`src/rtl/chan_mux_pkg.sv`:
```
// chan_mux_pkg: shared selection-mode and output-buffer state types for chan_mux_arbiter.
package chan_mux_pkg;
    typedef enum logic [1:0] {MODE_MAN, MODE_PRIO, MODE_RR, MODE_RSVD} mode_t;
    typedef enum logic {EMPTY, FULL} buf_state_t;
endpackage

```
`src/rtl/rr_grant.sv`:
```
// rr_grant: combinational channel picker for manual, fixed-priority and round-robin modes.
module rr_grant
    import chan_mux_pkg::*;
#(
    parameter int N_CH  = 4,
    parameter int SEL_W = $clog2(N_CH)
) (
    input  logic [N_CH-1:0]  i_req,
    input  logic [SEL_W-1:0] i_rr_ptr,
    input  logic [1:0]       i_mode,
    input  logic [SEL_W-1:0] i_man_sel,
    output logic [SEL_W-1:0] o_grant,
    output logic             o_grant_valid
);
    localparam int NP = 1 << SEL_W;
    logic [NP-1:0]   w_req_ext;
    logic [N_CH-1:0] w_rot;
    // zero-extended so an out-of-range manual index reads as "not requesting"
    assign w_req_ext = NP'(i_req);
    assign w_rot     = N_CH'({i_req, i_req} >> i_rr_ptr);
    always_comb begin
        o_grant       = '0;
        o_grant_valid = 1'b0;
        if (mode_t'(i_mode) == MODE_PRIO) begin
            for (int k = N_CH - 1; k >= 0; k--)
                if (i_req[k]) begin
                    o_grant       = SEL_W'(k);
                    o_grant_valid = 1'b1;
                end
        end else if (mode_t'(i_mode) == MODE_RR) begin
            for (int k = N_CH - 1; k >= 0; k--)
                if (w_rot[k]) begin
                    o_grant       = SEL_W'((int'(i_rr_ptr) + k) % N_CH);
                    o_grant_valid = 1'b1;
                end
        end else begin
            o_grant       = i_man_sel;
            o_grant_valid = w_req_ext[i_man_sel];
        end
    end
endmodule

```
`src/rtl/chan_mux_arbiter.sv`:
```
// chan_mux_arbiter: N-channel to 1 valid/ready mux with registered, source-tagged output.
module chan_mux_arbiter
    import chan_mux_pkg::*;
#(
    parameter int N_CH  = 4,
    parameter int W     = 8,
    parameter int SEL_W = $clog2(N_CH)
) (
    input  logic              clk,
    input  logic              rst,
    input  logic [N_CH-1:0]   in_valid,
    input  logic [N_CH*W-1:0] in_data,
    output logic [N_CH-1:0]   in_ready,
    input  logic [1:0]        mode,
    input  logic [SEL_W-1:0]  man_sel,
    output logic              out_valid,
    output logic [W-1:0]      out_data,
    output logic [SEL_W-1:0]  out_ch,
    input  logic              out_ready
);
    buf_state_t       r_state, w_state_nxt;
    logic [SEL_W-1:0] r_rr_ptr, r_ch, w_grant;
    logic [W-1:0]     r_data, w_sel_data;
    logic             w_grant_valid, w_load_ok, w_xfer;

    rr_grant #(.N_CH(N_CH), .SEL_W(SEL_W)) u_grant (
        .i_req         (in_valid),
        .i_rr_ptr      (r_rr_ptr),
        .i_mode        (mode),
        .i_man_sel     (man_sel),
        .o_grant       (w_grant),
        .o_grant_valid (w_grant_valid)
    );

    assign w_load_ok = (r_state == EMPTY) | out_ready;
    assign w_xfer    = w_load_ok & w_grant_valid & ~rst;
    assign out_valid = (r_state == FULL);
    assign out_data  = r_data;
    assign out_ch    = r_ch;

    always_comb begin
        in_ready   = '0;
        w_sel_data = '0;
        for (int k = 0; k < N_CH; k++)
            if (w_grant == SEL_W'(k)) begin
                in_ready[k] = w_xfer;
                w_sel_data  = in_data[k*W +: W];
            end
    end

    always_comb begin
        w_state_nxt = w_xfer ? FULL : (r_state == FULL && !out_ready) ? FULL : EMPTY;
    end

    always_ff @(posedge clk or posedge rst) begin
        if (rst) begin
            r_state  <= EMPTY;
            r_data   <= '0;
            r_ch     <= '0;
            r_rr_ptr <= '0;
        end else begin
            r_state <= w_state_nxt;
            if (w_xfer) begin
                r_data <= w_sel_data;
                r_ch   <= w_grant;
            end
            if (w_xfer && mode_t'(mode) == MODE_RR)
                r_rr_ptr <= (int'(w_grant) == N_CH - 1) ? '0 : w_grant + 1'b1;
        end
    end
endmodule

```
`config.mk`:
```
export PLATFORM = sky130hd
export DESIGN_NAME = chan_mux_arbiter
export DESIGN_NICKNAME = d
export VERILOG_FILES = /design/src/rtl/chan_mux_pkg.sv /design/src/rtl/rr_grant.sv /design/src/rtl/chan_mux_arbiter.sv
export SDC_FILE = /design/constraint.sdc
export NUM_CORES = 1
export LEC_CHECK = 0
export ABC_AREA = 1
export CORE_ASPECT_RATIO = 0.6
export CORE_MARGIN = 8
export CORE_UTILIZATION = 40
export CTS_CLUSTER_DIAMETER = 200
export DETAILED_ROUTE_END_ITERATION = 7
export PLACE_DENSITY_LB_ADDON = 0.12
export SLEW_MARGIN = 20
export SYNTH_ARGS = -nofsm -noshare
export SYNTH_HDL_FRONTEND = slang
export SYNTH_SLANG_ARGS = --single-unit
```
`constraint.sdc`:
```
create_clock -name clk -period 4.41 [get_ports clk]
set_clock_uncertainty 0.1 [all_clocks]
set_input_delay 1.323 -clock clk [delete_from_list [all_inputs] [get_ports clk]]
set_output_delay 1.323 -clock clk [all_outputs]
set_load 0.02 [all_outputs]
```
== Word-level counts from Yosys, hierarchy flattened ==
Index checks and enable logic that the tools add are counted.

* $add $sub $neg: 4
* Magnitude comparators: 1
* Eq/ne operators: 6
* Shifts and indexed selects: 1
* Multiplexer cells: 33
* Bitwise logic cells: 5
* Reduce and logical (&&, ||, !) cells: 4

{| class="wikitable"
|+ Operators by type and width
! cell !! number
|-
| two-way mux 8 bit || 4
|-
| two-way mux 2 bit || 11
|-
| two-way mux 1 bit || 17
|-
| >> shifter 8 x 2 -> 4 bit || 1
|-
| equality test 2 x 1 -> 1 bit (second input constant) || 3
|-
| equality test 2 bit (second input constant) || 3
|-
| adder 2 x 1 -> 2 bit (second input constant) || 2
|-
| adder 2 bit (second input constant) || 2
|-
| < comparator 2 x 3 -> 1 bit (second input constant) || 1
|-
| AND 1 bit || 2
|-
| binary-select mux 1 bit (select 2 bit) || 1
|-
| logical AND 1 bit || 2
|-
| logical NOT 2 bit || 1
|-
| inverter 1 bit || 2
|-
| logical NOT 1 bit || 1
|-
| bitwise OR 1 bit || 1
|}

* Register bits: 13
* Bits of input ports: 43

== Depth between registers and ports, before layout ==
Gate-level depths: netlist of the first run.

* Depth in word-level cells: 12
* Mapped depth: 21

== Modules after synthesis ==
A second synthesis of the first run with hierarchy kept.

* Cells, all modules: 205
* Area, all modules: 1326.3 sq um

{| class="wikitable"
|+ Modules (own cells, without submodules)
! module !! instances !! cells each !! area an instance (sq um) !! seq. area each (sq um)
|-
| chan_mux_arbiter || 1 || 133 || 955.9 || 325.3
|-
| rr_grant || 1 || 72 || 370.4 || 0.0
|}

== Least setup slack after synthesis of the first run ==
No wires, ideal clock.

* Path type: in2out
* Start point: input in_valid[1]
* End point: output in_ready[2]
* Arrival: 3011 ps
* Setup slack: -24 ps
* Stages on the path: 15
* Path through: inv_1 -> nand2_1 -> nand3_1 -> nand2_1 -> nand2_1 -> nand2_1 -> nand2_1 -> nand3_1 -> nand2_1 -> nand2_1 -> inv_1 -> ha_1 -> clkbuf_1 -> clkinv_1 -> nor2_1

{| class="wikitable"
|+ RTL lines
! what !! RTL line !! RTL
|-
| start: declaration || chan_mux_arbiter.sv:11 || <nowiki>input logic [N_CH-1:0] in_valid,</nowiki>
|-
| >> shifter 8 x 2 -> 4 bit || rr_grant.sv:20 || <nowiki>assign w_rot = N_CH'({i_req, i_req} >> i_rr_ptr);</nowiki>
|-
| two-way mux 2 bit (4 in a row) || rr_grant.sv:32 || <nowiki>if (w_rot[k]) begin</nowiki>
|-
| two-way mux 2 bit || rr_grant.sv:30 || <nowiki>end else if (mode_t'(i_mode) == MODE_RR) begin</nowiki>
|-
| two-way mux 2 bit (*) || rr_grant.sv:24 || <nowiki>if (mode_t'(i_mode) == MODE_PRIO) begin</nowiki>
|-
| named net u_grant.o_grant[0] || rr_grant.sv:12 || <nowiki>output logic [SEL_W-1:0] o_grant,</nowiki>
|-
| equality test 2 bit (*) || chan_mux_arbiter.sv:45 || <nowiki>if (w_grant == SEL_W'(k)) begin</nowiki>
|-
| two-way mux 1 bit (*) || chan_mux_arbiter.sv:45 ||
|-
| end: declaration || chan_mux_arbiter.sv:13 || <nowiki>output logic [N_CH-1:0] in_ready,</nowiki>
|}

Mark *: on every way through the listed nets, which the timed path passes. The rest lies on a longest branch. The select of a mux whose other input is x is not followed.

== Worst setup path in the final report of the first run ==
* Start point: input mode[0]
* End point: output in_ready[1]

{| class="wikitable"
|+ RTL lines
! what !! RTL line !! RTL
|-
| start: declaration || chan_mux_arbiter.sv:14 || <nowiki>input logic [1:0] mode,</nowiki>
|-
| equality test 2 bit || rr_grant.sv:30 ||
|-
| two-way mux 2 bit || rr_grant.sv:30 ||
|-
| two-way mux 2 bit (*) || rr_grant.sv:24 ||
|-
| named net u_grant.o_grant[0] || rr_grant.sv:12 ||
|-
| equality test 2 x 1 -> 1 bit (*) || chan_mux_arbiter.sv:45 ||
|-
| two-way mux 1 bit (*) || chan_mux_arbiter.sv:45 ||
|}

Mark *: on every way through the listed nets, which the timed path passes. The rest lies on a longest branch.

==> results of run 1 <==
## through the flow
step | TNS, ns | cell area [µm²] | hold slack, ns | std cells | total power (W)
after CTS | 0 | 1920 | 0.390 | 289 | 0.000692
after detailed placement | -2.73 | 1880 | 0.378 | 285 | 0.000587
after global placement | -2.54 | 1880 | 0.364 | 285 | 0.000575
final | 0 | 2020 | 0.383 | 292 | 0.000717
after global routing | -0.0895 | 2020 | 0.404 | 292 | 0.000775
after floorplan | 0 | 1170 | 0.489 | 181 | 0.000412
## power by group
group	leakage, nW	switching (W)	internal (W)
Combinational	0.783	0.000224	0.000203
Clock	0.0228	0.0000382	0.0000635
Sequential	0.152	0.0000335	0.000156
Total	0.958	0.000295	0.000422
## area by class of cell
cell class | instances | area share [%]
clock buffer | 4 | 2.23
timing repair buffer | 79 | 36.1
inverter | 23 | 4.76
multi-input combinational | 139 | 38.7
sequential | 13 | 16.1
tap | 34 | 2.10
## flip-flops by register name, indices dropped and copies added, names as in the netlist
name	cells
out_valid	1
r_rr_ptr	2
out_data	8
out_ch	2
## layer usage
| metal | vias up | part of all wire, % |
|---|---|---|
| li1 | 740 | - |
| met1 | 641 | 50 |
| met2 | 56 | 44 |
| met3 | 2 | 5.6 |
| met4 | 0 | 0.53 |
| met5 | - | 0 |
## path summary, 6_finish.rpt
check | startpoint | endpoint
min | out_data[6]$_DFFE_PP0P_ | out_data[6]$_DFFE_PP0P_
max | mode[0] | in_ready[1]
max in group asynchronous | rst | out_ch[0]$_DFFE_PP0P_
max reg2reg | r_rr_ptr[0]$_DFFE_PP0P_ | out_data[0]$_DFFE_PP0P_
min in group asynchronous | rst | r_rr_ptr[1]$_DFFE_PP0P_
min reg2reg | out_data[6]$_DFFE_PP0P_ | out_data[6]$_DFFE_PP0P_
## critical path, stage by stage
cell and delay (ns):
clkdlybuf4s50_1 0.42, or2_4 0.28, a21oi_2 0.20, nand2_2 0.10
nand2_4 0.12, buf_6 0.11, ha_4 0.12, inv_1 0.04
nor2_2 0.09, buf_6 0.13
## layout by cell type (no fill, tap or decap), drive strengths merged
cell type       n
a21oi          10
buf            26
clkbuf          7
clkdlybuf4s50  48
clkinv          1
dfrtp          13
dlygate4sd2     1
dlymetal6s2s    1
ha              4
inv            22
nand2          66
nand3          24
nand4           2
nor2           10
o2111ai         1
o211ai          8
o21a            8
o21ai           4
or2             1
xnor2           1
## kinds of logic (layout without fill, tap and decap cells)
logic type               after synthesis  in the layout  synth area share (%)
XOR/XNOR                               1              1                 0.753
adder cells (fa/ha/maj)                4              4                  4.30
AO/OA/AOI/OAI                         31             31                  17.1
buffers and inverters                 29            106                  11.9
AND/OR/NAND/NOR                      103            103                  38.0
flip-flops                            13             13                  28.0
## repair_timing
item,in CTS,in global routing
buffers inserted,0,3
endpoints found under the setup margin,4,4
resized for setup,28,33
pin swaps,0,8
==> impl_metrics.tcl, run 1 <==
set metrics [dict create \
    status "completed" \
    hold_path_class "reg2reg" \
    grt_busiest_layer "met1" \
    nets 306 \
    maxCapViolCount 0 \
    setup_viol 0 \
    synth_seq_cells 13 \
    max_freq_ghz 0.229 \
    grt_max_degree 19 \
    grt_pass1_vias 1390 \
    syn-num-nets 228 \
    clock-root-buffer "clkbuf_8" \
    multi_input_comb_area_um2 782 \
    power_leakage_nw 0.958 \
    die_h_um 57.8 \
    post-place-ws_ns -0.710 \
    track_usage_pct 16.2 \
    syn_inst 181 \
    hold_depth 1 \
    core_region_area_mm2 0.00282 \
    cts_buffers 3 \
    required_ns 2.99 \
    dieArea_mm2 0.00495 \
    worstSetupPathType "in2out" \
    cts_tree "built" \
    num_rows 15 \
    htree_levels 1 \
    synth_commonest_cells "65 x nand2_1, 22 x nand3_1, 18 x inv_1, 13 x dfrtp_1" \
    drt_iter0_drc 103 \
    seq_area_um2 325 \
    use_met2_pct 24.0 \
    diodes 0 \
    yosys.cell_count.top_type "nand2_1" \
    avgViaCountPerCell 4.93 \
    hold_violations 0 \
    r2r_slack_ns 1.41 \
    antenna_found_initial 0 \
    maxSlewHeadroom_pct 68.2 \
    met1_usage_pct 24.3 \
    place_congestion 0.800 \
    wirelength_um 4130 \
    fin_crit_ns 4.36 \
    port_buffers 57 \
    clk_path_buf_depth 2 \
    period_share_pct 98.9 \
    cts.clk_slew.worst_paths_ns 0.05 \
    cp-start-kind "input pin" \
    grt_util_met3_pct 1.41 \
    die_w_um 85.6 \
    synth_top_area_cell "dfrtp_1" \
    clock-sinks 13 \
    drive_gt1_share_pct 22.5 \
    ant_nets 0 \
    post-route-util_pct 71.8 \
    n_fill_cell 234 \
    initial_utilization_pct 41.3 \
    hold_buffers 0 \
    slew_violations 0 \
    grt_pass1_wl_um 6540 \
    ys_types 26 \
    overflow 0 \
    worstSkewPairLatency_ns 0.24 \
    drc 0 \
    synth.top_cell.area_share_pct 28.0 \
    synth_edf_count 0 \
    synthTopCellsByArea "dfrtp_1 28%, nand2_1 21%, nand3_1 9.5%" \
    crit_fanout 5 \
    synth_flop_cell "dfrtp_1" \
    endpoint_kind "output pin" \
    syn_area_per_cell_um2 6.43 \
    tightest_slew_ns 0.476 \
    wl_per_cell_um 14.2 \
    areaGrowthSynthToFinish_pct 73.8 \
    ios 58 \
    ys_seq_area_share_pct 28.0 \
    fin_ws_ns 0.0506 \
    power_density_mw_per_mm2 355 \
    yosysWarningCount 0 \
    r2r_cells 20 \
    dpl.hpwl_um 3390 \
    cp.arrival_ns 2.94 \
    synth_area_mm2 0.00116 \
    ir_drop_mv 0.134 \
    drtPass1Iterations 4 \
    vias 1439 \
    synthArstFlopShare_pct 100 \
]
(Power assumes the default switching activity.)
==> run 2, diff against run 1 <==
CORE_UTILIZATION = 27   (was 40)
==> impl_metrics.tcl, run 2 (synthesis results as in run 1) <==
set metrics [dict create \
    setup_viol 0 \
    clock-root-buffer "clkbuf_8" \
    drive_gt1_share_pct 25.6 \
    grt_max_degree 19 \
    dpl.hpwl_um 3350 \
    grt_pass1_wl_um 6900 \
    clock-sinks 13 \
    multi_input_comb_area_um2 732 \
    ir_drop_mv 0.119 \
    slew_violations 0 \
    htree_levels 1 \
    cts_tree "built" \
    crit_fanout 3 \
    fin_area_mm2 0.00213 \
    switchingPower_w 0.000295 \
    nets 325 \
    p_clk_share_pct 13.8 \
    endpoint_kind "register" \
    die_h_um 66.9 \
    wl_per_cell_um 12.9 \
    timing.setup.tns_ns 0 \
    place_congestion 0.850 \
    required_ns 4.43 \
    instances_no_fill 337 \
    num_rows 18 \
    hold_violations 0 \
    ant_nets 0 \
    final_common_cell "nand2_1" \
    worstSetupPathType "in2reg" \
    overflow 0 \
    drt_iter0_drc 87 \
    tightest_slew_ns 0.477 \
    drtPass1Iterations 4 \
    rsz0062_at_grt "no" \
    core_region_area_mm2 0.00412 \
    p_int_w 0.000441 \
    n_fill_cell 410 \
    holdWs_ns 0.384 \
    largest_register_ffs 8 \
    clk_path_buf_depth 2 \
    vias 1491 \
    dieArea_mm2 0.00674 \
    hold_buffers 0 \
    cp-start-kind "input pin" \
    cts_buffers 3 \
    cp.arrival_ns 4.32 \
    power_density_mw_per_mm2 346 \
    diodes 0 \
    wirelength_um 4340 \
    grt_pass1_vias 1509 \
    initial_utilization_pct 28.2 \
    drc 0 \
    track_usage_pct 12.7 \
    hold_path_class "reg2reg" \
    status "completed" \
    fin_crit_ns 4.30 \
    maxCapViolCount 0 \
    final_cell_mix "63 x nand2_1, 47 x clkdlybuf4s50_1, 43 x buf_4" \
    period_share_pct 97.5 \
    antenna_found_initial 0 \
    swShare_pct 40.1 \
    power.total_w 0.000735 \
    maxSlewHeadroom_pct 68.2 \
    power_leakage_nw 1.05 \
    ios 58 \
    die_w_um 101 \
    post_dp_cell_area_mm2 0.00195 \
    max_freq_ghz 0.233 \
    avgViaCountPerCell 4.42 \
    p_seq_share_pct 25.5 \
    worstSkewPairLatency_ns 0.23 \
    port_buffers 57 \
    cts.clk_slew.worst_paths_ns 0.05 \
    comb_power_share_pct 60.7 \
    dp.cells 316 \
    seq_area_um2 325 \
    areaGrowthSynthToFinish_pct 82.7 \
]
[run 2: layout make-up]
class,instances,share of cell area [%]
multi-input combinational,139,34.4
tap,60,3.53
inverter,23,4.41
timing repair buffer,98,40.2
sequential,13,15.3
clock buffer,4,2.12
[run 2: worst paths after layout]
path                                          from                 endpoint  slack (ns)  cells past startpoint
setup / recovery                        man_sel[0]  r_rr_ptr[0]$_DFFE_PP0P_        0.11                     23
hold / removal             out_data[4]$_DFFE_PP0P_  out_data[4]$_DFFE_PP0P_        0.38                      1
setup reg to reg           r_rr_ptr[0]$_DFFE_PP0P_  r_rr_ptr[0]$_DFFE_PP0P_        0.71                     28
hold reg to reg            out_data[4]$_DFFE_PP0P_  out_data[4]$_DFFE_PP0P_        0.38                      1
max in group asynchronous                      rst  out_data[5]$_DFFE_PP0P_        2.50                      2
min in group asynchronous                      rst  r_rr_ptr[1]$_DFFE_PP0P_        1.39                      2
[run 2: per-stage QoR]
step / utilization (%) / worst slack, ns
3_3_place_gp: 47.2 / -0.659
5_1_grt: 51.6 / 0.0281
3_5_place_dp: 47.2 / -0.720
2_1_floorplan: - / 0.0430
4_1_cts: 51.5 / -0.0192
6_report: 51.6 / 0.111
[run 2: layer usage]
layer / GRT usage, % / vias up / part of all wire, %
met5: 0 / - / 0
met4: 4.30 / 0 / 2.0
met3: 1.87 / 10 / 5.3
met2: 17.6 / 55 / 40
met1: 19.1 / 642 / 53
li1: - / 784 / -
[run 2: timing repair]
item | in CTS | in global routing
setup buffers | 17 | 0
gates resized for setup | 31 | 15
endpoints found under the hold margin | 0 | 0
pin swaps | 4 | 3
cloned | 0 | 0
setup endpoints to repair | 4 | 5
[run 2: worst max-delay path, cell delays in order]
cell             delay, ns
clkdlybuf4s50_1       0.48
inv_1                 0.07
a21oi_2               0.16
nand2_1               0.11
buf_4                 0.14
buf_4                 0.12
buf_4                 0.12
buf_4                 0.12
buf_4                 0.12
buf_4                 0.12
buf_4                 0.12
buf_4                 0.12
buf_4                 0.13
buf_4                 0.12
buf_4                 0.12
buf_4                 0.12
buf_4                 0.12
buf_4                 0.12
buf_4                 0.12
buf_4                 0.12
buf_4                 0.13
nand3_2               0.05
nand2_1               0.05
[run 2: power by group through the flow]
stage / registers, W / clock network [W] / logic [W]
floorplan: 0.000216 / 0 / 0.000196
global placement: 0.000189 / 0 / 0.000404
detailed placement: 0.000189 / 0 / 0.000403
CTS: 0.000188 / 0.000104 / 0.000438
global route: 0.000194 / 0.000112 / 0.000490
finish: 0.000187 / 0.000102 / 0.000446
==> run 3, diff against run 2 <==
SLEW_MARGIN = default   (was 20)
==> results of run 3 <==
The final DEF is identical to that of run 2; final timing and power are the same.
